--- config.mk ---
export PLATFORM = sky130hd
export DESIGN_NAME = inst_decode
export DESIGN_NICKNAME = d
export VERILOG_FILES = /design/src/rtl/core_pkg.sv /design/src/rtl/imm_gen.sv /design/src/rtl/inst_decode.sv
export SDC_FILE = /design/constraint.sdc
export NUM_CORES = 1
export LEC_CHECK = 0
export ABC_AREA = 0
export BUFFER_PORTS_ARGS = -buffer_cell sky130_fd_sc_hd__buf_2
export CORE_MARGIN = 10
export CORE_UTILIZATION = 35
export CTS_BUF_LIST = sky130_fd_sc_hd__clkbuf_4
export CTS_CLUSTER_SIZE = 8
export DETAILED_ROUTE_END_ITERATION = 10
export PLACE_DENSITY = 0.74
export SLEW_MARGIN = 15
export SYNTH_ARGS = -nofsm -noshare
export SYNTH_HDL_FRONTEND = slang
export SYNTH_SLANG_ARGS = --single-unit
--- constraint.sdc ---
create_clock -name CLK -period 4.6 [get_ports CLK]
set_clock_uncertainty 0.2 [all_clocks]
set_input_delay 1.38 -clock CLK [delete_from_list [all_inputs] [get_ports CLK]]
set_output_delay 1.38 -clock CLK [all_outputs]
set_load 0.1 [all_outputs]
--- src/rtl/core_pkg.sv ---
// Shared RV32I core definitions: opcodes, ALU operation codes and the
// decoded-slot record carried from decode to execute.
package core_pkg;

    localparam int XLEN = 32;

    localparam logic [6:0] OPC_LOAD     = 7'b0000011;
    localparam logic [6:0] OPC_MISC_MEM = 7'b0001111;
    localparam logic [6:0] OPC_OPIMM    = 7'b0010011;
    localparam logic [6:0] OPC_AUIPC    = 7'b0010111;
    localparam logic [6:0] OPC_STORE    = 7'b0100011;
    localparam logic [6:0] OPC_OP       = 7'b0110011;
    localparam logic [6:0] OPC_LUI      = 7'b0110111;
    localparam logic [6:0] OPC_BRANCH   = 7'b1100011;
    localparam logic [6:0] OPC_JALR     = 7'b1100111;
    localparam logic [6:0] OPC_JAL      = 7'b1101111;
    localparam logic [6:0] OPC_SYSTEM   = 7'b1110011;

    typedef enum logic [3:0] {
        ALU_ADD   = 4'd0,
        ALU_SUB   = 4'd1,
        ALU_SLL   = 4'd2,
        ALU_SLT   = 4'd3,
        ALU_SLTU  = 4'd4,
        ALU_XOR   = 4'd5,
        ALU_SRL   = 4'd6,
        ALU_SRA   = 4'd7,
        ALU_OR    = 4'd8,
        ALU_AND   = 4'd9,
        ALU_PASSB = 4'd10
    } alu_op_e;

    typedef enum logic [2:0] {
        IMM_NONE,
        IMM_I,
        IMM_S,
        IMM_B,
        IMM_U,
        IMM_J
    } imm_fmt_e;

    // One decoded instruction as handed to execute (valid and PC kept apart).
    typedef struct packed {
        logic [4:0]  rs1;
        logic [4:0]  rs2;
        logic [4:0]  rd;
        logic [31:0] imm;
        alu_op_e     alu_op;
        logic        use_imm;
        logic        is_load;
        logic        is_store;
        logic        is_branch;
        logic        is_jal;
        logic        is_jalr;
        logic [2:0]  funct3;
        logic        illegal;
    } dec_slot_t;

    // All-zero slot: no registers, ALU_ADD, no flags.
    localparam dec_slot_t SLOT_EMPTY = '0;

    // ALU operation for OP / OP-IMM; alt selects SUB/SRA where applicable.
    function automatic alu_op_e alu_of(input logic [2:0] funct3, input logic alt);
        alu_op_e op;
        case (funct3)
            3'b000:  op = alt ? ALU_SUB : ALU_ADD;
            3'b001:  op = ALU_SLL;
            3'b010:  op = ALU_SLT;
            3'b011:  op = ALU_SLTU;
            3'b100:  op = ALU_XOR;
            3'b101:  op = alt ? ALU_SRA : ALU_SRL;
            3'b110:  op = ALU_OR;
            default: op = ALU_AND;
        endcase
        return op;
    endfunction

    // Immediate format implied by the full 7-bit opcode.
    function automatic imm_fmt_e imm_fmt_of(input logic [6:0] opcode);
        imm_fmt_e fmt;
        case (opcode)
            OPC_LOAD, OPC_OPIMM, OPC_JALR: fmt = IMM_I;
            OPC_STORE:                     fmt = IMM_S;
            OPC_BRANCH:                    fmt = IMM_B;
            OPC_LUI, OPC_AUIPC:            fmt = IMM_U;
            OPC_JAL:                       fmt = IMM_J;
            default:                       fmt = IMM_NONE;
        endcase
        return fmt;
    endfunction

endpackage

--- src/rtl/imm_gen.sv ---
// Immediate generator: picks the RV32I immediate format from the opcode
// and returns the sign-extended 32-bit immediate. Purely combinational.
module imm_gen (
    input  logic [31:0] inst,
    output logic [31:0] imm
);
    import core_pkg::*;

    // Assemble the immediate for the format selected by the opcode.
    always_comb begin
        // NOTE: every output of a combinational block gets a default first so
        // no path leaves it unassigned and a latch is never inferred.
        imm = '0;
        case (imm_fmt_of(inst[6:0]))
            IMM_I: imm = {{20{inst[31]}}, inst[31:20]};
            IMM_S: imm = {{20{inst[31]}}, inst[31:25], inst[11:7]};
            IMM_B: imm = {{19{inst[31]}}, inst[31], inst[7], inst[30:25], inst[11:8], 1'b0};
            IMM_U: imm = {inst[31:12], 12'b0};
            IMM_J: imm = {{11{inst[31]}}, inst[31], inst[19:12], inst[20], inst[30:21], 1'b0};
            default: imm = '0;
        endcase
    end

endmodule

--- src/rtl/inst_decode.sv ---
// RV32I decode stage. Decodes the fetched instruction combinationally,
// registers one decoded slot for execute, detects load-use hazards against
// the slot it holds, and honours core stall and branch flush.
module inst_decode #(
    parameter int               XLEN     = 32,
    parameter logic [XLEN-1:0]  RESET_PC = '0
) (
    input  logic            CLK,
    input  logic            RST,
    input  logic            STALL,
    input  logic            FLUSH,
    input  logic            INST_VALID,
    input  logic [XLEN-1:0] PC,
    input  logic [31:0]     INST,
    output logic            HAZARD,
    output logic            DEC_VALID,
    output logic [XLEN-1:0] DEC_PC,
    output logic [4:0]      RS1_ADDR,
    output logic [4:0]      RS2_ADDR,
    output logic [4:0]      RD_ADDR,
    output logic [31:0]     IMM,
    output logic [3:0]      ALU_OP,
    output logic            USE_IMM,
    output logic            IS_LOAD,
    output logic            IS_STORE,
    output logic            IS_BRANCH,
    output logic            IS_JAL,
    output logic            IS_JALR,
    output logic [2:0]      MEM_FUNCT3,
    output logic            ILLEGAL
);
    import core_pkg::*;

    logic [6:0]  opcode;
    logic [2:0]  funct3;
    logic [6:0]  funct7;
    logic [4:0]  rs1_f;
    logic [4:0]  rs2_f;
    logic [4:0]  rd_f;
    logic [31:0] imm;
    logic        op_funct7_ok;
    logic        opimm_funct7_ok;

    dec_slot_t       dec;
    dec_slot_t       slot;
    logic            dec_valid;
    logic [XLEN-1:0] dec_pc;

    assign opcode = INST[6:0];
    assign rd_f   = INST[11:7];
    assign funct3 = INST[14:12];
    assign rs1_f  = INST[19:15];
    assign rs2_f  = INST[24:20];
    assign funct7 = INST[31:25];

    // R-type accepts funct7 0, or 0100000 only for SUB and SRA.
    assign op_funct7_ok = (funct7 == 7'b0000000) ||
                          ((funct7 == 7'b0100000) && ((funct3 == 3'b000) || (funct3 == 3'b101)));

    // OP-IMM shifts carry funct7 in the immediate field; other OP-IMM ops do not.
    assign opimm_funct7_ok = (funct3 == 3'b001) ? (funct7 == 7'b0000000) :
                             (funct3 == 3'b101) ? ((funct7 == 7'b0000000) || (funct7 == 7'b0100000)) :
                             1'b1;

    imm_gen u_imm_gen (
        .inst (INST),
        .imm  (imm)
    );

    // Decode the incoming instruction; unused register fields stay zero.
    always_comb begin
        dec = SLOT_EMPTY;
        case (opcode)
            OPC_LOAD: begin
                dec.rs1     = rs1_f;
                dec.rd      = rd_f;
                dec.imm     = imm;
                dec.use_imm = 1'b1;
                dec.is_load = 1'b1;
                dec.funct3  = funct3;
            end
            OPC_STORE: begin
                dec.rs1      = rs1_f;
                dec.rs2      = rs2_f;
                dec.imm      = imm;
                dec.use_imm  = 1'b1;
                dec.is_store = 1'b1;
                dec.funct3   = funct3;
            end
            OPC_BRANCH: begin
                dec.rs1       = rs1_f;
                dec.rs2       = rs2_f;
                dec.imm       = imm;
                dec.alu_op    = ALU_SUB;
                dec.is_branch = 1'b1;
                dec.funct3    = funct3;
            end
            OPC_OP: begin
                dec.rs1     = rs1_f;
                dec.rs2     = rs2_f;
                dec.rd      = rd_f;
                dec.alu_op  = alu_of(funct3, funct7[5]);
                dec.illegal = !op_funct7_ok;
            end
            OPC_OPIMM: begin
                dec.rs1     = rs1_f;
                dec.rd      = rd_f;
                dec.imm     = imm;
                dec.use_imm = 1'b1;
                dec.alu_op  = alu_of(funct3, (funct3 == 3'b101) && funct7[5]);
                dec.illegal = !opimm_funct7_ok;
            end
            OPC_LUI: begin
                dec.rd      = rd_f;
                dec.imm     = imm;
                dec.use_imm = 1'b1;
                dec.alu_op  = ALU_PASSB;
            end
            OPC_AUIPC: begin
                dec.rd      = rd_f;
                dec.imm     = imm;
                dec.use_imm = 1'b1;
            end
            OPC_JAL: begin
                dec.rd      = rd_f;
                dec.imm     = imm;
                dec.use_imm = 1'b1;
                dec.is_jal  = 1'b1;
            end
            OPC_JALR: begin
                dec.rs1     = rs1_f;
                dec.rd      = rd_f;
                dec.imm     = imm;
                dec.use_imm = 1'b1;
                dec.is_jalr = 1'b1;
            end
            OPC_MISC_MEM, OPC_SYSTEM: begin
                // FENCE and SYSTEM retire as a NOP: ADD with no write-back.
                dec = SLOT_EMPTY;
            end
            default: dec.illegal = 1'b1;
        endcase

        // An illegal slot carries no operands, no write-back and no class flags.
        if (dec.illegal) begin
            dec         = SLOT_EMPTY;
            dec.illegal = 1'b1;
        end
    end

    // Load-use: the held load writes a register the incoming instruction reads.
    // Unused source fields are zero and rd is non-zero, so they never match.
    assign HAZARD = dec_valid && slot.is_load && INST_VALID && (slot.rd != 5'd0) &&
                    ((dec.rs1 == slot.rd) || (dec.rs2 == slot.rd));

    // Pipeline register: flush > stall > hazard bubble > capture > bubble.
    always_ff @(posedge CLK or negedge RST) begin
        // NOTE: state registers use non-blocking assignments so every flop
        // samples pre-edge values regardless of statement order.
        if (!RST) begin
            dec_valid <= 1'b0;
            dec_pc    <= RESET_PC;
            slot      <= SLOT_EMPTY;
        end else if (FLUSH) begin
            dec_valid <= 1'b0;
            slot      <= SLOT_EMPTY;
        end else if (!STALL) begin
            if (HAZARD || !INST_VALID) begin
                dec_valid <= 1'b0;
                slot      <= SLOT_EMPTY;
            end else begin
                dec_valid <= 1'b1;
                dec_pc    <= PC;
                slot      <= dec;
            end
        end
    end

    assign DEC_VALID  = dec_valid;
    assign DEC_PC     = dec_pc;
    assign RS1_ADDR   = slot.rs1;
    assign RS2_ADDR   = slot.rs2;
    assign RD_ADDR    = slot.rd;
    assign IMM        = slot.imm;
    assign ALU_OP     = slot.alu_op;
    assign USE_IMM    = slot.use_imm;
    assign IS_LOAD    = slot.is_load;
    assign IS_STORE   = slot.is_store;
    assign IS_BRANCH  = slot.is_branch;
    assign IS_JAL     = slot.is_jal;
    assign IS_JALR    = slot.is_jalr;
    assign MEM_FUNCT3 = slot.funct3;
    assign ILLEGAL    = slot.illegal;

endmodule

After elaboration in Yosys (flattened, before gate mapping)
Index checks and enable logic that the tools add are counted.

cells by class
  eq/ne operators = 26
  muxes and demuxes = 30
  bitwise logic cells = 3
  reduce and logical (&&, ||, !) cells = 27

operators by type and width
  operator                                                         count
  61-bit two-way mux                                               4
  32-bit case mux with 5 select lines                              1
  4-bit case mux with 7 select lines                               2
  32-bit two-way mux                                               1
  7-bit by 6-bit == test with 1-bit output, second input constant  4
  7-bit == test, second input constant                             4
  4-bit case mux with 4 select lines                               1
  3-bit == test, second input constant                             5
  1-bit two-way mux                                                15
  5-bit two-way mux                                                3
  3-bit case mux with 5 select lines                               1
  7-bit by 5-bit == test with 1-bit output, second input constant  2
  7-bit OR reduction                                               2
  3-bit by 2-bit == test with 1-bit output, second input constant  4
  5-bit == test                                                    2
  3-bit OR reduction                                               3
  9-bit OR reduction                                               1
  8-bit OR reduction                                               1
  7-bit by 2-bit == test with 1-bit output, second input constant  1
  7-bit by 4-bit == test with 1-bit output, second input constant  1
  7-bit logical NOT                                                1
  3-bit by 1-bit == test with 1-bit output, second input constant  2
  1-bit logical AND                                                6
  6-bit OR reduction                                               1
  10 further kinds                                                 18

storage, ports and cells
  register bits after elaboration = 94
  bits of input ports = 69
  output and inout port bits = 95
  word-level logic and storage cells = 101

Depth between registers and ports, before layout
  word-level depth = 14
  gate-level depth with buffers = 11
  mapped depth without buffers = 7

Hierarchy
Synthesis repeated with hierarchy kept, for this count alone.

unflattened totals
  cells, all modules = 427
  area total of the unflattened synthesis = 4913.5 um2

by module, submodules not included
  module       times used  cells an instance  area each (um2)
  inst_decode  1           336                4306.6
  imm_gen      1           91                 606.8

Worst setup path before layout
Ideal clock, no wire load.

  kind = input port to output port
  start = input port INST[3]
  end = output port HAZARD
  data arrival time = 3.688 ns
  data required time = 3.020 ns
  setup slack = -0.668 ns
  stages = 8
  path buffers = 2
  cell sequence = buf_2 > and3b_1 > buf_2 > nand4_1 > o31ai_1 > mux2_1 > a2111oi_4 > a21o_1

between the ends
  word-level cells in the longest chain between the ends = 7

RTL lines
  what                                                                     line                source
  from (decl)                                                              inst_decode.sv:14   input logic [31:0] INST,
  7-bit by 4-bit == test with 1-bit output (tied with other cells)         inst_decode.sv:73   case (opcode)
  9-bit OR reduction (no line) (tied with other cells)                     -
  1-bit case mux with 3 select lines or 5-bit two-way mux (tied branches)  inst_decode.sv:73
  61-bit two-way mux (*)                                                   inst_decode.sv:145  if (dec.illegal) begin
  5-bit == test                                                            inst_decode.sv:154  ((dec.rs1 == slot.rd) || (dec.rs2 == slot.rd));
  1-bit logical OR (*)                                                     inst_decode.sv:154
  1-bit logical AND (*)                                                    inst_decode.sv:153  assign HAZARD = dec_valid && slot.is_load && INST_VALID && (slot.rd != 5'd0) &&
  to (decl)                                                                inst_decode.sv:15   output logic HAZARD,

Mark *: on every way between the ends. The rest lies on a longest branch, timed or not.

Final worst setup path
  start = input port INST[12]
  end = output port HAZARD

between the ends
  word-level cells in the longest chain between the ends = 10

RTL lines
  what                                                line                                  source
  3-bit == test or 3-bit logical NOT (tied branches)  inst_decode.sv:58, inst_decode.sv:62
  1-bit logical OR                                    inst_decode.sv:58                     ((funct7 == 7'b0100000) && ((funct3 == 3'b000) || (funct3 == 3'b101)));
  1-bit logical AND                                   inst_decode.sv:58
  1-bit logical OR                                    inst_decode.sv:57                     assign op_funct7_ok = (funct7 == 7'b0000000) ||
  1-bit logical NOT                                   inst_decode.sv:103                    dec.illegal = !op_funct7_ok;
  1-bit case mux with 3 select lines (*)              inst_decode.sv:73
  61-bit two-way mux (*)                              inst_decode.sv:145
  5-bit == test                                       inst_decode.sv:154
  1-bit logical OR (*)                                inst_decode.sv:154
  1-bit logical AND (*)                               inst_decode.sv:153

Marked as above.

==> qor.txt <==
setup TNS: -0.2214 ns
r2r setup slk: 1.53 ns
Worst Hold Class: flop to flop
outcome: complete, but fails checks
Yosys warning count: 0
Synth Register Bits: 94
Pre-Repair DR Iteration Count: 5
I/O pins: 164
Final Cycle Share: 1.048
M1 wire length: 7032 um
synthesis-to-finish area growth: 35.64%
GPL Wtd Cong: 0.9197
Final #Nets: 715
Post-Syn Area: 0.004693 sq mm
die height: 135.8 um
Finish-stage setup viols: 1
failing checks: negative setup slack
Worst Setup End Kind: output pin
CTS tree: yes
Most Frequent Cell on Critical Path: o31a_1
DRC errors left: 0
Core Area: 0.01319 sq mm
clk sinks: 94
Startpoint Class: input port
distinct cell type count of the synthesized netlist: 57
post-detail-place hpwl: 12960 um
Top FF cell, synth: dfrtp_1
initial antenna violation count: 0
Pleak: 3.181 nW
WP data required: 3.02 ns
Final Cell Area: 0.006366 sq mm
critical hold path startpoint: IMM[19]
pwr dens: 351.2 mW/mm^2
met2 WL post-DR: 7893 um
max_cap viols: 0
Max Used Layer: met4
Total Wirelength: 16620 um
CP peak stage delay: 0.37 ns
global route overflow: 0
fmax: 207.4 MHz
Tot Pwr: 2.236 mW
vias: 4328
diode count: 0
cts bufs inserted: 9
Initial Utilization: 0.3558
RR Startpoint: RD_ADDR[2]
crit path cell chain: buf_2 -> nor2b_1 -> o31a_1 -> o2111a_2 -> o31a_1 -> a211oi_4 -> a21o_4 -> buf_12
FF-to-FF path depth: 10
hold path endpoint: IMM[19]
Clock Tree Root: clkbuf_4
crit-path max FO: 7
final worst slack: -0.2214 ns
minimum clock period: 4.821 ns
Tightest Pin Transition: 0.8229 ns
Post-CTS Setup Bufs: 0
relative slew slack: 0.4514
met3 wire length: 1299 um
syn_nets: 505
total track usage: 0.1789
vias in the first global route: 4568
IO Port Bufs: 163
Cell Area, Placed: 0.006133 sq mm
CTS max path bufs: 2
RSZ-0062 raised after global routing: true
Iter 0 DRT Violations: 248
RR Endpoint: IS_STORE
Clk Latency, worst-skew pair: 0.47 ns
width of the die: 135.8 um
post-layout util: 0.4826
layout cells sized above 1: 0.4562
WL/cell: 20.09 um
Fin. Hold Viols: 0
Worst-path clk slew: 0.15 ns
post-synthesis cell count: 436
die area: 0.01844 sq mm
classification of the worst setup path: input port to output pin
Synth Area per Inst: 10.76 sq um
dpl ws: -0.2790 ns
Post-synth EDFFs: 0
first-pass GRT wire length: 25850 um
Seq/Total Area, Yosys: 0.5012
Worst VDD drop: 0.0001314 V
CP max-delay cell: o2111a_2
# rows: 42
CP startpoint: INST[12]
Slew Limit Fails: 0
largest net degree at the start of global routing: 68
remaining antenna violation count: 0
Synth async-reset ratio: 1.000
arrival time at the worst endpoint: 3.24 ns
via/cell ratio: 5.233
H-tree levels: 3
WHS Path Cells: 2
sequential cells by signal, summed over array words and instances, names as in the netlist:
name and cells:
IS_JALR 1, RS1_ADDR 5, DEC_VALID 1, DEC_PC 32, RD_ADDR 5, MEM_FUNCT3 3
USE_IMM 1, RS2_ADDR 5, IS_LOAD 1, IS_STORE 1, IS_JAL 1, IS_BRANCH 1
ALU_OP 4, IMM 32, ILLEGAL 1
how the worst max path moves through the flow:
| stage | slack [ns] | cells after the start | to |
|---|---|---|---|
| final | -0.22 | 8 | HAZARD |
| after global routing | -0.31 | 9 | HAZARD |
| after CTS | -0.20 | 9 | HAZARD |
| after detailed placement | -0.28 | 9 | HAZARD |
| after global placement | -0.24 | 9 | HAZARD |
| after floorplan | -0.18 | 8 | HAZARD |
layout make-up:
| type | instances | area, sq um |
|---|---|---|
| clock buffers | 9 | 67.56 |
| repair buffers | 231 | 1369 |
| inverters | 7 | 26.28 |
| well taps | 176 | 220.2 |
| clock inverters | 7 | 120.1 |
| flip-flops and latches | 94 | 2352 |
| fillers | 1256 | 6824 |
| multi-input cells | 303 | 2211 |
report_power, final:
group,switching [mW],internal (mW)
Sequential,0.0301,0.881
Clock,0.307,0.277
Combinational,0.563,0.178
Total,0.900,1.34
per-layer routing:
metal | global-route usage | vias up
met5 | 0 | -
li1 | - | 2018
met4 | 0.07476 | 0
met3 | 0.04599 | 24
met1 | 0.2196 | 2105
met2 | 0.2916 | 181
synthesized netlist by cell type, drive strengths merged (2+ instances only):
cell type / count / area share
or2: 2 / 0.0027
nand3: 5 / 0.0053
nor4bb: 2 / 0.0043
nand4: 2 / 0.0027
o21a: 2 / 0.0032
buf: 15 / 0.020
o31a: 2 / 0.0037
a31oi: 4 / 0.0053
and3: 12 / 0.016
o32ai: 3 / 0.0072
a21o: 2 / 0.0032
xnor2: 3 / 0.0056
o21ai: 39 / 0.042
nand2: 57 / 0.046
a22o: 16 / 0.030
a2111o: 2 / 0.0048
clkbuf: 17 / 0.014
mux2: 33 / 0.10
a21oi: 27 / 0.029
a32o: 14 / 0.030
and2: 4 / 0.0053
inv: 7 / 0.0056
and3b: 2 / 0.0037
o2111ai: 2 / 0.0037
nor2: 20 / 0.016
o22ai: 2 / 0.0027
nand2b: 8 / 0.011
a2111oi: 3 / 0.011
dfrtp: 94 / 0.50
nor3: 5 / 0.0064
a211oi: 2 / 0.0069
nor4: 3 / 0.0067
o31ai: 4 / 0.0064
nor2b: 6 / 0.0080
a22oi: 4 / 0.0064
worst max-delay path, delay by kind of cell:
| kind | cells | cell delay, ns |
|---|---|---|
| buffers and inverters | 2 | 0.29 |
| AO/OA/AOI/OAI | 5 | 1.42 |
| AND/OR/NAND/NOR | 1 | 0.14 |
per-stage QoR:
step           std cells  hold WS [ns]
4_1_cts              827        0.3013
3_3_place_gp         811        0.2621
6_report             827        0.2923
5_1_grt              827        0.3167
2_1_floorplan        436        0.7606
3_5_place_dp         811        0.2678
kinds of logic (layout without fill, tap and decap cells):
| group | count (synthesis) | in the layout | synth area share |
|---|---|---|---|
| compound gates | 135 | 135 | 0.2090 |
| xor+xnor | 3 | 3 | 0.005600 |
| buf+inv | 39 | 254 | 0.03946 |
| flops | 94 | 94 | 0.5012 |
| mux | 34 | 34 | 0.1069 |
| simple gates | 131 | 131 | 0.1378 |
cell usage in the layout, fill, tap and decap left out, types with 16 or more instances in the layout:
master	count
mux2_4	33
o21ai_1	25
buf_4	68
nor2_1	20
buf_2	159
nand2_1	57
a21oi_1	27
dfrtp_1	94
a22o_1	16
what timing repair did:
item                                    4_1_cts  5_1_grt
endpoints found under the setup margin        1        1
pin swaps                                     1        0
hold endpoints to repair                      0        0
gates resized for setup                       6        1
hold buffers                                  0        0
Note: power is estimated with default switching activity, not from simulation.
